===== src/rtl/vram_pkg.sv =====
// Shared types and constants for the VRAM arbiter.
package vram_pkg;

  // One-hot-free binary encoding; arbitration happens in IDLE, RD1 and WR2.
  typedef enum logic [2:0] {
    IDLE = 3'd0,
    RD0  = 3'd1,
    RD1  = 3'd2,
    WR0  = 3'd3,
    WR1  = 3'd4,
    WR2  = 3'd5
  } state_t;

  // Access lengths in clock cycles.
  localparam int RD_CYCLES        = 2;
  localparam int WR_CYCLES        = 3;
  // Default number of consecutive read grants tolerated while a write waits.
  localparam int STARVE_LIMIT_DEF = 8;

endpackage


===== src/rtl/vram_arbiter.sv =====
// Two-port (display read / host write) arbiter in front of an async SRAM.
// Reads take 2 cycles, writes 3; reads win contention until the pending
// write has been passed over STARVE_LIMIT times. All SRAM strobes are
// registered; the tristate buffer on the data bus lives outside this block
// and is controlled by ram_doe.
module vram_arbiter
  import vram_pkg::*;
#(
  parameter int AW           = 20,
  parameter int DW           = 32,
  parameter int STARVE_LIMIT = STARVE_LIMIT_DEF
) (
  input  logic            clk,
  input  logic            rst_n,
  input  logic            rd_req,
  input  logic [AW-1:0]   rd_addr,
  output logic            rd_gnt,
  output logic            rd_valid,
  output logic [DW-1:0]   rd_data,
  input  logic            wr_req,
  input  logic [AW-1:0]   wr_addr,
  input  logic [DW-1:0]   wr_data,
  input  logic [DW/8-1:0] wr_be,
  output logic            wr_ack,
  output logic [AW-1:0]   ram_addr,
  output logic [DW-1:0]   ram_dout,
  input  logic [DW-1:0]   ram_din,
  output logic            ram_doe,
  output logic [DW/8-1:0] ram_be_n,
  output logic            ram_ce_n,
  output logic            ram_oe_n,
  output logic            ram_we_n
);

  localparam int BW = DW / 8;
  localparam int SW = $clog2(STARVE_LIMIT + 1);
  // Total cycles from a read grant to rd_valid (access + sample register).
  localparam int RD_LAT = RD_CYCLES + 1;

  state_t          r_state;
  logic [SW-1:0]   r_starve_cnt;
  logic [AW-1:0]   r_ram_addr;
  logic [DW-1:0]   r_ram_dout;
  logic [BW-1:0]   r_be_n;
  logic            r_ce_n, r_oe_n, r_we_n, r_doe;
  logic            r_rd_valid, r_wr_ack;
  logic [DW-1:0]   r_rd_data;

  logic            w_arb, w_starved, w_wr_win, w_rd_gnt, w_wr_gnt;

  // Arbitration: grants are decided combinationally in the arbitration cycle.
  always_comb begin
    w_arb     = rst_n && (r_state == IDLE || r_state == RD1 || r_state == WR2);
    w_starved = (r_starve_cnt == SW'(STARVE_LIMIT));
    w_wr_win  = wr_req && (!rd_req || w_starved);
    w_wr_gnt  = w_arb && w_wr_win;
    w_rd_gnt  = w_arb && rd_req && !w_wr_win;
  end

  // Starvation counter: counts reads granted over a waiting write.
  always_ff @(posedge clk or negedge rst_n) begin
    if (!rst_n)
      r_starve_cnt <= '0;
    else if (!wr_req || w_wr_gnt)
      r_starve_cnt <= '0;
    else if (w_rd_gnt && !w_starved)
      r_starve_cnt <= r_starve_cnt + 1'b1;
  end

  // Access FSM with registered SRAM strobes, read capture and completion pulses.
  always_ff @(posedge clk or negedge rst_n) begin
    if (!rst_n) begin
      r_state    <= IDLE;
      r_ram_addr <= '0;
      r_ram_dout <= '0;
      r_be_n     <= '1;
      r_ce_n     <= 1'b1;
      r_oe_n     <= 1'b1;
      r_we_n     <= 1'b1;
      r_doe      <= 1'b0;
      r_rd_valid <= 1'b0;
      r_rd_data  <= '0;
      r_wr_ack   <= 1'b0;
    end else begin
      // Data is sampled at the end of RD1 and flagged the following cycle.
      r_rd_valid <= (r_state == RD1);
      r_wr_ack   <= (r_state == WR1);
      if (r_state == RD1)
        r_rd_data <= ram_din;

      if (w_rd_gnt) begin
        r_state    <= RD0;
        r_ram_addr <= rd_addr;
        r_be_n     <= '0;
        r_ce_n     <= 1'b0;
        r_oe_n     <= 1'b0;
        r_we_n     <= 1'b1;
        r_doe      <= 1'b0;
      end else if (w_wr_gnt) begin
        // Address, data and enables are captured here so the host may move on.
        r_state    <= WR0;
        r_ram_addr <= wr_addr;
        r_ram_dout <= wr_data;
        r_be_n     <= ~wr_be;
        r_ce_n     <= 1'b0;
        r_oe_n     <= 1'b1;
        r_we_n     <= 1'b1;
        r_doe      <= 1'b1;
      end else begin
        case (r_state)
          RD0: r_state <= RD1;
          WR0: begin
            r_state <= WR1;
            r_we_n  <= 1'b0;
          end
          WR1: begin
            r_state <= WR2;
            r_we_n  <= 1'b1;
          end
          default: begin
            // Arbitration point with nothing to do: park with the bus released.
            r_state <= IDLE;
            r_be_n  <= '1;
            r_ce_n  <= 1'b1;
            r_oe_n  <= 1'b1;
            r_we_n  <= 1'b1;
            r_doe   <= 1'b0;
          end
        endcase
      end
    end
  end

  assign rd_gnt   = w_rd_gnt;
  assign rd_valid = r_rd_valid;
  assign rd_data  = r_rd_data;
  assign wr_ack   = r_wr_ack;
  assign ram_addr = r_ram_addr;
  assign ram_dout = r_ram_dout;
  assign ram_doe  = r_doe;
  assign ram_be_n = r_be_n;
  assign ram_ce_n = r_ce_n;
  assign ram_oe_n = r_oe_n;
  assign ram_we_n = r_we_n;

  // Keeps the access-length constants tied to the FSM they describe.
  logic w_unused_lat;
  assign w_unused_lat = (RD_LAT != 3) || (WR_CYCLES != 3);

endmodule

===== config.mk =====
export PLATFORM = sky130hd
export DESIGN_NAME = vram_arbiter
export DESIGN_NICKNAME = d
export VERILOG_FILES = /design/src/rtl/vram_pkg.sv /design/src/rtl/vram_arbiter.sv
export SDC_FILE = /design/constraint.sdc
export NUM_CORES = 1
export LEC_CHECK = 0
export CAP_MARGIN = 30
export CORE_MARGIN = 10
export CORE_UTILIZATION = 40
export DETAILED_ROUTE_END_ITERATION = 7
export PLACE_DENSITY = 0.78
export SYNTH_ARGS = -nofsm -noshare
export SYNTH_HDL_FRONTEND = slang
export SYNTH_SLANG_ARGS = --single-unit

===== constraint.sdc =====
create_clock -name clk -period 4.3 [get_ports clk]
set_input_delay 0.86 -clock clk [delete_from_list [all_inputs] [get_ports clk]]
set_output_delay 0.86 -clock clk [all_outputs]
set_load 0.05 [all_outputs]

==> run summary, run 1 <==
Placed design
• Port-buffer cells: 206
• post-detail-place hpwl: 10450 um
• RePlAce Congestion: 0.8000

Critical path
• type of the setup path with the least slack: primary input to output pin
• FF-to-FF path depth: 6
• critical path endpoint category: output pin
• Data required, critical path: 3.44 ns
• type of origin of the critical path: primary input
• origin of the critical flop-to-flop path: r_starve_cnt[0]
• register-to-register setup slack: 1.95 ns
• data arrival time at the worst-slack endpoint: 2.42 ns
• source of the critical timing path: wr_req
• worst-path maximum fanout: 13
• Critical R2R Capture: ram_dout[0]

Clocking
• number of buffers created by CTS: 9
• clock tree root driver cell: clkbuf_8
• clock transition time at the flip-flop clock pins of the worst setup and hold paths: 0.09 ns
• Max Buffers Root-to-Sink: 2
• number of H-tree levels: 3
• Hold-fix buffers, CTS: 0
• clock latency on the worst-skew pair: 0.36 ns
• clock tree from TritonCTS: built
• setup repair bufs after CTS: 0
• TritonCTS sink count: 101
• count of instances resized after the clock tree is built: 0

Layout
• number of nets in the final layout: 628
• most frequent cells in the layout: clkdlybuf4s50_1, dfrtp_1, mux2_2
• proportion of layout cells with a drive suffix above 1: 23.40%
• diode count: 0
• synthesis-to-finish area growth: 54.22%
• Filler Cell Count: 863
• most common library cell in the layout ignoring fill and taps: clkdlybuf4s50_1

STA
• number of hold-slack violations in the final timing report: 0
• setup_tns: 0 ns
• RSZ-0062 raised after global routing: false
• final critical path time including I/O delays and setup: 3.280 ns
• Fin Hold WS: 0.4472 ns
• upper clock frequency limit: 304.9 MHz
• worst clock skew on the final layout: 0.009607 ns
• Slew HR: 46.79%
• Tcrit/Tclk final: 76.28%
• setup violation total in the final timing report: 0
• Tightest Pin Transition: 0.7982 ns
• Final Max Tran Viols: 0

Routing
• length of the first detailed-routing pass in iterations: 4
• DRC violation total after the first TritonRoute iteration: 224
• Post-DRT Antenna Nets: 0
• post-DR wirelength/cell: 20.87 um
• Post-Route WL: 13710 um
• Post-route DRC: 0
• via count: 3434
• routed via count divided by cell count: 5.227

Pwr
• clock network fraction of design power: 10.0%
• sequential share of power: 28.9%
• P_int: 0.003074 W
• Leak Pwr: 2.830 nW
• combinational group share of total power: 61.1%
• PD cells: 858.8 nW/um^2
• maximum resistive drop on vdd: 0.4688 mV
• proportion of total power due to net switching: 47.47%
• Sw Pwr: 0.002779 W

Die
• number of placement rows: 38
• effective utilization at floorplan: 40.77%
• IO Pins: 207
• area of the core: 10840 um^2
• width of the die: 125.1 um
• overall die height: 125.1 um
• die outline area: 15650 um^2

Yosys
• number of standard cells after synthesis: 314
• post-synthesis share of cell area spent on full adders, half adders and majority gates: 0.5663%
• Post-Synthesis Cell Area: 4419 um^2
• main combinational cell family by area after synthesis: multiplexers
• multiplexer fraction of the synthesized cell area: 18.69%
• area share of xor/xnor cells in the synthesized design: 0%
• distinct cell type count of the synthesized netlist: 36
• synthesis-stage register bit count: 101
• basic-gate share of the synthesized area counting and, or, nand and nor cells: 7.050%
• Yosys Warn Count: 0
• mean area per synthesized cell: 14.07 um^2
• compound-gate portion of the synthesized area: 13.02%
• synthesized net count: 428
• sequential share of the synthesized area: 57.39%

Flow run
• max-cap check violation count: 0

Global routing
• initial antenna violation count: 0
• global-route congestion overflow total: 0
• pin count of the biggest net entering global routing: 86
• combined global-route utilization of all metal layers: 17.14%
• vias in the first global route: 3661
• wire length of the first global-routing pass: 21600 um

Status
• outcome: finished clean

Worst hold path
• class of the tightest hold or removal check: primary input to asynchronous set/reset pin

[sequential cells by signal, summed over array words and instances (netlist names)]
signal	flops
ram_dout	32
ram_oe_n	1
rd_valid	1
ram_we_n	1
rd_data	32
ram_doe	1
wr_ack	1
ram_be_n	4
r_starve_cnt	4
ram_ce_n	1
r_state	3
ram_addr	20
[layer usage]
metal / part of all wire, % / global-route usage, % / vias up
met1: 41 / 20.52 / 1726
li1: - / - / 1571
met2: 51 / 29.07 / 120
met3: 5.5 / 4.267 / 17
met5: 0 / 0 / -
met4: 2.0 / 6.572 / 0
[final cells by class]
class                           instances  area, um^2  share of cell area [%]
Tap cell                              140       175.2                   2.570
Clock inverter                          2       35.03                  0.5140
Multi-Input combinational cell        183        1748                   25.65
Timing Repair Buffer                  214        2157                   31.65
Sequential cell                       101        2536                   37.21
Inverter                                5       18.77                  0.2754
Clock buffer                           12       145.1                   2.130
[kinds of logic (layout without fill, tap and decap cells)]
kind of cell / count (synthesis) / after routing
simple gates: 50 / 50
compound gates: 67 / 67
fa+ha+maj: 2 / 2
buf+inv: 30 / 233
flops: 101 / 101
mux: 64 / 64
[worst max-delay path, stage by stage]
cell and delay (ns):
clkdlybuf4s50_1 0.68, nand4b_1 0.37, and3_1 0.32, buf_4 0.19
[stage by stage]
step	setup slack (ns)	utilization [%]	cell area (um^2)	total power, W	std cells
after floorplan	1.460	-	4419	0.004032	314
after global placement	1.051	60.81	6593	0.005231	641
after detailed placement	1.005	60.95	6608	0.005316	642
after CTS	0.9971	62.62	6788	0.005908	656
after global routing	0.8823	62.87	6815	0.006108	657
final	1.020	62.87	6815	0.005853	657
[how the worst max path moves through the flow]
stage | slack (ns) | depth (start not counted) | to
2_1_floorplan | 1.46 | 4 | rd_gnt
3_3_place_gp | 1.05 | 5 | rd_gnt
3_5_place_dp | 1.01 | 5 | rd_gnt
4_1_cts | 1.0 | 5 | rd_gnt
5_1_grt | 0.88 | 4 | rd_gnt
6_report | 1.02 | 4 | rd_gnt
[power groups by stage]
stage | registers, W | logic [W] | clock network [W]
3_3_place_gp | 0.00169 | 0.00354 | 0
2_1_floorplan | 0.00323 | 0.000805 | 0
6_report | 0.00169 | 0.00358 | 0.000584
5_1_grt | 0.00175 | 0.00371 | 0.000641
3_5_place_dp | 0.00171 | 0.00361 | 0
4_1_cts | 0.00169 | 0.00361 | 0.000603
[synthesized netlist by cell type, drive strengths merged]
| master | n | share of area [%] |
|---|---|---|
| nand2b | 2 | 0.28 |
| a21o | 1 | 0.17 |
| and3 | 1 | 0.14 |
| or2 | 1 | 0.14 |
| clkbuf | 14 | 1.2 |
| and4b | 2 | 0.45 |
| inv | 5 | 0.42 |
| a31oi | 2 | 0.28 |
| nand3b | 2 | 0.34 |
| mux2 | 64 | 19 |
| dfstp | 7 | 4.2 |
| o2111ai | 21 | 4.2 |
| o21ai | 2 | 0.23 |
| a22o | 1 | 0.20 |
| dfrtp | 94 | 53 |
| nand4b | 2 | 0.40 |
| a21oi | 7 | 0.79 |
| and3b | 1 | 0.20 |
| ha | 2 | 0.57 |
| o22ai | 6 | 0.85 |
| nand3 | 2 | 0.23 |
| nor2b | 20 | 2.8 |
| o211ai | 2 | 0.34 |
| buf | 11 | 1.7 |
| and2 | 2 | 0.28 |
| a21boi | 4 | 0.68 |
| o221a | 20 | 5.1 |
| a21bo | 1 | 0.23 |
| nand2 | 7 | 0.59 |
| nand4 | 1 | 0.14 |
| or3b | 3 | 0.65 |
| nor3 | 1 | 0.11 |
| nor2 | 3 | 0.25 |
Power figures use the tool's default switching activity.
==> inputs of run 2 (changes only) <==
- CORE_UTILIZATION: 40 -> 37
- PLACE_DENSITY: 0.78 -> 0.76
- clock period: 4.3 -> 2.88 ns (I/O delays scaled with it)
==> run 2 against run 1 <==
First-iteration DRC count increased by 16%. Register-to-register slack got worse by 1.2 ns. Largest cell class unchanged. Hold slack got worse by 0.34 ns. Count of clock-buffer cells in the layout decreased by 1. Core utilization decreased by 3.0 points. Largest power group unchanged. Design area increased by 1.6%. Wire length increased by 0.82%. Highest routed layer unchanged. Critical path depth increased by 1. Final cell count increased by 1.1%. Power increased by 55%.
==> run summary, run 2 (synthesis results as in run 1) <==
Layout
• diode count: 0
• number of nets in the final layout: 631
• proportion of layout cells with a drive suffix above 1: 24.18%
• synthesis-to-finish area growth: 56.71%
• most common library cell in the layout ignoring fill and taps: clkdlybuf4s50_1
• most frequent cells in the layout: clkdlybuf4s50_1, dfrtp_1, mux2_2
• Filler Cell Count: 912

Global routing
• pin count of the biggest net entering global routing: 74
• initial antenna violation count: 0
• vias in the first global route: 3706
• global-route congestion overflow total: 0
• wire length of the first global-routing pass: 21160 um
• combined global-route utilization of all metal layers: 16.06%

STA
• final critical path time including I/O delays and setup: 2.499 ns
• RSZ-0062 raised after global routing: false
• Tightest Pin Transition: 1.009 ns
• Tcrit/Tclk final: 86.76%
• upper clock frequency limit: 400.2 MHz
• setup violation total in the final timing report: 0
• final setup margin: 0.3814 ns
• Slew HR: 32.76%
• setup_tns: 0 ns
• Final Max Tran Viols: 0
• number of hold-slack violations in the final timing report: 0
• worst clock skew on the final layout: 0.008011 ns

Critical path
• most frequent cell on the critical path: buf_4
• type of the setup path with the least slack: primary input to output pin
• FF-to-FF path depth: 3
• Worst path max stage delay: 0.46 ns
• Data required, critical path: 2.30 ns
• highest-delay cell along the critical path: or3b_4
• chain of cells forming the critical path: buf_4 -> or3b_4 -> nand2_1 -> and3_1 -> buf_4
• critical path endpoint category: output pin
• data arrival time at the worst-slack endpoint: 1.92 ns
• type of origin of the critical path: primary input
• worst-path maximum fanout: 24

Placed design
• Port-buffer cells: 206
• RePlAce Congestion: 0.8211
• post-detail-place hpwl: 10720 um
• post-placement worst setup slack: 0.3349 ns

Routing
• routed via count divided by cell count: 5.152
• Post-Route WL: 13820 um
• Post-DRT Antenna Nets: 0
• post-DR wirelength/cell: 20.82 um
• DRC violation total after the first TritonRoute iteration: 260
• length of the first detailed-routing pass in iterations: 7
• via count: 3421
• Post-route DRC: 0

Die
• IO Pins: 207
• width of the die: 129.3 um
• area of the core: 11560 um^2
• overall die height: 129.3 um
• die outline area: 16720 um^2
• number of placement rows: 39
• effective utilization at floorplan: 38.21%

Clocking
• clock latency on the worst-skew pair: 0.34 ns
• clock tree from TritonCTS: built
• number of H-tree levels: 3
• clock tree root driver cell: clkbuf_16
• number of buffers created by CTS: 9
• clock transition time at the flip-flop clock pins of the worst setup and hold paths: 0.07 ns
• count of instances resized after the clock tree is built: 0
• setup repair bufs after CTS: 0
• TritonCTS sink count: 101
• Max Buffers Root-to-Sink: 2
• Hold-fix buffers, CTS: 0

Pwr
• PD cells: 1309 nW/um^2
• Sw Pwr: 0.004197 W
• Leak Pwr: 2.886 nW
• P_int: 0.004866 W
• sequential share of power: 28.0%
• maximum resistive drop on vdd: 0.5697 mV
• proportion of total power due to net switching: 46.31%
• clock network fraction of design power: 13.1%
• combinational group share of total power: 58.9%

Flow run
• max-cap check violation count: 0

Worst hold path
• class of the tightest hold or removal check: primary input to asynchronous set/reset pin

Status
• outcome: finished clean

## run 2: final timing paths
| path | startpoint | endpoint | slack (ns) |
|---|---|---|---|
| worst max-delay path | rst_n | rd_gnt | 0.38 |
| worst min-delay path | rst_n | r_starve_cnt[0] | 0.11 |
| worst max register to register | r_state[2] | ram_addr[7] | 0.75 |
| worst min register to register | rd_data[6] | rd_data[6] | 0.51 |
| max in group asynchronous | rst_n | rd_data[19] | 1.18 |
| min in group clk | rd_data[6] | rd_data[6] | 0.51 |
## run 2: metal layers
metal / wire, um / up-vias / track usage [%]
met4: 174 / 0 / 5.151
met1: 5498 / 1668 / 18.85
li1: - / 1582 / -
met3: 1252 / 14 / 5.179
met5: 0 / - / 0
met2: 6899 / 157 / 27.32
## run 2: critical path: cells and delay by family
family,cells,cell delay [ns]
simple gates,3,0.90
buf+inv,2,0.44
## run 2: area by class of cell
class                      instances  area [um^2]  share of cell area [%]
inverter                           5        18.77                  0.2710
multi-input combinational        183         1748                   25.24
tap                              143        178.9                   2.584
timing repair buffer             217         2152                   31.07
clock buffer                      11        242.7                   3.505
clock inverter                     4        48.80                  0.7046
sequential                       101         2536                   36.62
## run 2: power groups by stage
stage	registers (W)	clock network [W]	logic (W)
floorplan	0.00482	0	0.00120
global placement	0.00252	0	0.00532
detailed placement	0.00255	0	0.00539
CTS	0.00254	0.00122	0.00540
global route	0.00262	0.00128	0.00555
finish	0.00254	0.00119	0.00534
## run 2: per-stage QoR
stage / utilization, % / cells / hold WS [ns] / area (um^2) / total power, W
2_1_floorplan: - / 314 / 0.2804 / 4419 / 0.006019
3_3_place_gp: 57.36 / 649 / 0.4574 / 6634 / 0.007831
3_5_place_dp: 57.36 / 649 / 0.4605 / 6634 / 0.007943
4_1_cts: 59.88 / 664 / 0.09496 / 6925 / 0.009159
5_1_grt: 59.88 / 664 / 0.09892 / 6925 / 0.009453
6_report: 59.88 / 664 / 0.1055 / 6925 / 0.009063
==> inputs of run 3 (changes only) <==
- SLEW_MARGIN: default -> 20
- clock period: 2.88 -> 2.1 ns (I/O delays scaled with it)
==> run 3 against run 2 <==
Flip-flop and latch count did not move. Global-route usage rose by 0.52 points. Clock power rose by 61%. Core utilization rose by 1.3 points. Clock skew fell by 0.00071 ns. Hold slack got worse by 0.021 ns. Die area did not move. Design area rose by 2.2%. Largest power group unchanged. Highest routed layer is now met5. Final cell count rose by 1.7%. Critical endpoint unchanged. Critical path depth fell by 1. Register-to-register slack got worse by 0.55 ns.
==> run summary, run 3 (synthesis results as in run 1) <==
Status
• outcome: finished clean

Layout
• most frequent cells in the layout: clkdlybuf4s50_1, dfrtp_1, mux2_2
• combined area of the multi-input logic cells: 1755 um^2
• diode count: 0
• final design area excluding fillers: 7078 um^2
• non-filler instance count after layout: 675
• FF+latch area: 2537 um^2
• proportion of layout cells with a drive suffix above 1: 28.20%
• number of nets in the final layout: 641
• Filler Cell Count: 946
• most common library cell in the layout ignoring fill and taps: clkdlybuf4s50_1
• synthesis-to-finish area growth: 60.16%

Pwr
• clock network fraction of design power: 14.9%
• P_int: 0.006973 W
• PD cells: 1810 nW/um^2
• power after layout: 0.01281 W
• combinational group share of total power: 58.0%
• proportion of total power due to net switching: 45.58%
• maximum resistive drop on vdd: 0.8312 mV
• Sw Pwr: 0.005841 W
• Leak Pwr: 2.967 nW
• sequential share of power: 27.1%

Routing
• routed via count divided by cell count: 5.204
• Post-DRT Antenna Nets: 0
• post-DR wirelength/cell: 21.01 um
• Post-Route WL: 14180 um
• length of the first detailed-routing pass in iterations: 4
• via count: 3513
• Post-route DRC: 0
• DRC violation total after the first TritonRoute iteration: 212

Flow run
• max-cap check violation count: 0

Clocking
• clock tree root driver cell: clkbuf_16
• clock tree from TritonCTS: built
• number of H-tree levels: 3
• number of buffers created by CTS: 9
• TritonCTS sink count: 101
• clock latency on the worst-skew pair: 0.35 ns
• clock transition time at the flip-flop clock pins of the worst setup and hold paths: 0.07 ns
• Max Buffers Root-to-Sink: 2

STA
• final critical path time including I/O delays and setup: 2.039 ns
• Fin Hold WS: 0.08417 ns
• Tcrit/Tclk final: 97.10%
• upper clock frequency limit: 490.4 MHz
• worst clock skew on the final layout: 0.007297 ns
• Slew HR: 50.41%
• number of hold-slack violations in the final timing report: 0
• Final Max Tran Viols: 0
• Tightest Pin Transition: 0.7438 ns
• RSZ-0062 raised after global routing: true
• setup violation total in the final timing report: 0

Worst hold path
• class of the tightest hold or removal check: primary input to asynchronous set/reset pin

Die
• die outline area: 16720 um^2
• number of placement rows: 39
• IO Pins: 207
• overall die height: 129.3 um
• effective utilization at floorplan: 38.21%
• area of the core: 11560 um^2
• width of the die: 129.3 um

Global routing
• initial antenna violation count: 1
• global-route congestion overflow total: 0
• vias in the first global route: 3765
• wire length of the first global-routing pass: 21510 um
• combined global-route utilization of all metal layers: 16.59%
• pin count of the biggest net entering global routing: 63

Placed design
• post-detail-place hpwl: 10910 um
• RePlAce Congestion: 0.7810
• Cell Area, Placed: 6698 um^2
• Port-buffer cells: 206
• dpl cells: 656

Critical path
• FF-to-FF path depth: 7
• data arrival time at the worst-slack endpoint: 1.62 ns
• Data required, critical path: 1.68 ns
• Critical R2R Capture: ram_dout[19]
• type of the setup path with the least slack: register to output pin
• worst-path maximum fanout: 5
• type of origin of the critical path: register
• register-to-register setup slack: 0.20 ns
• critical path endpoint category: output pin
• origin of the critical flop-to-flop path: r_starve_cnt[0]

## run 3: through the flow
step | utilization [%] | setup slack [ns] | setup TNS (ns)
after global routing | 61.20 | -0.02836 | -0.02836
after detailed placement | 57.91 | 0.02097 | 0
final | 61.20 | 0.06090 | 0
after floorplan | - | 0.05234 | 0
after CTS | 61.07 | 0.007714 | 0
after global placement | 57.91 | 0.06830 | 0
## run 3: final cells by class
type	instances	share of cell area, %
multi-input combinational	183	24.80
clock inverter	7	1.697
tap	143	2.528
sequential	101	35.85
inverter	5	0.2652
clock buffer	9	3.182
timing repair buffer	227	31.68
## run 3: metal layers
metal | GRT usage, % | routed length [um] | vias to the layer above
li1 | - | - | 1611
met1 | 19.13 | 5657 | 1732
met2 | 27.75 | 7003 | 144
met5 | 0 | 11 | -
met4 | 6.421 | 306 | 2
met3 | 5.873 | 1201 | 24
## run 3: critical path, stage by stage (launching register included)
cell and delay [ns]:
dfrtp_2 0.41, or3b_4 0.41, nand2_2 0.09, and3_2 0.21, buf_8 0.15
## run 3: worst max path at each step
stage	startpoint	slack, ns	cells past startpoint	endpoint
6_report	r_state[2]	0.06	4	rd_gnt
5_1_grt	r_state[1]	-0.03	4	rd_gnt
4_1_cts	r_state[2]	0.008	4	rd_gnt
3_5_place_dp	wr_req	0.02	5	ram_dout[28]
3_3_place_gp	wr_req	0.07	5	ram_dout[15]
2_1_floorplan	r_starve_cnt[0]	0.05	6	rd_gnt
## run 3: power by group through the flow
stage	Sequential, W	Combinational, W	Clock (W)
6_report	0.00347	0.00743	0.00191
5_1_grt	0.00360	0.00771	0.00205
4_1_cts	0.00348	0.00750	0.00197
3_5_place_dp	0.00351	0.00745	0
3_3_place_gp	0.00347	0.00734	0
2_1_floorplan	0.00661	0.00165	0
## run 3: timing repair
item | CTS | global route
setup endpoints to repair | 1 | 2
buffers inserted | 2 | 1
hold buffers | 0 | 0
pin swaps | 0 | 1
resized for setup | 2 | 3
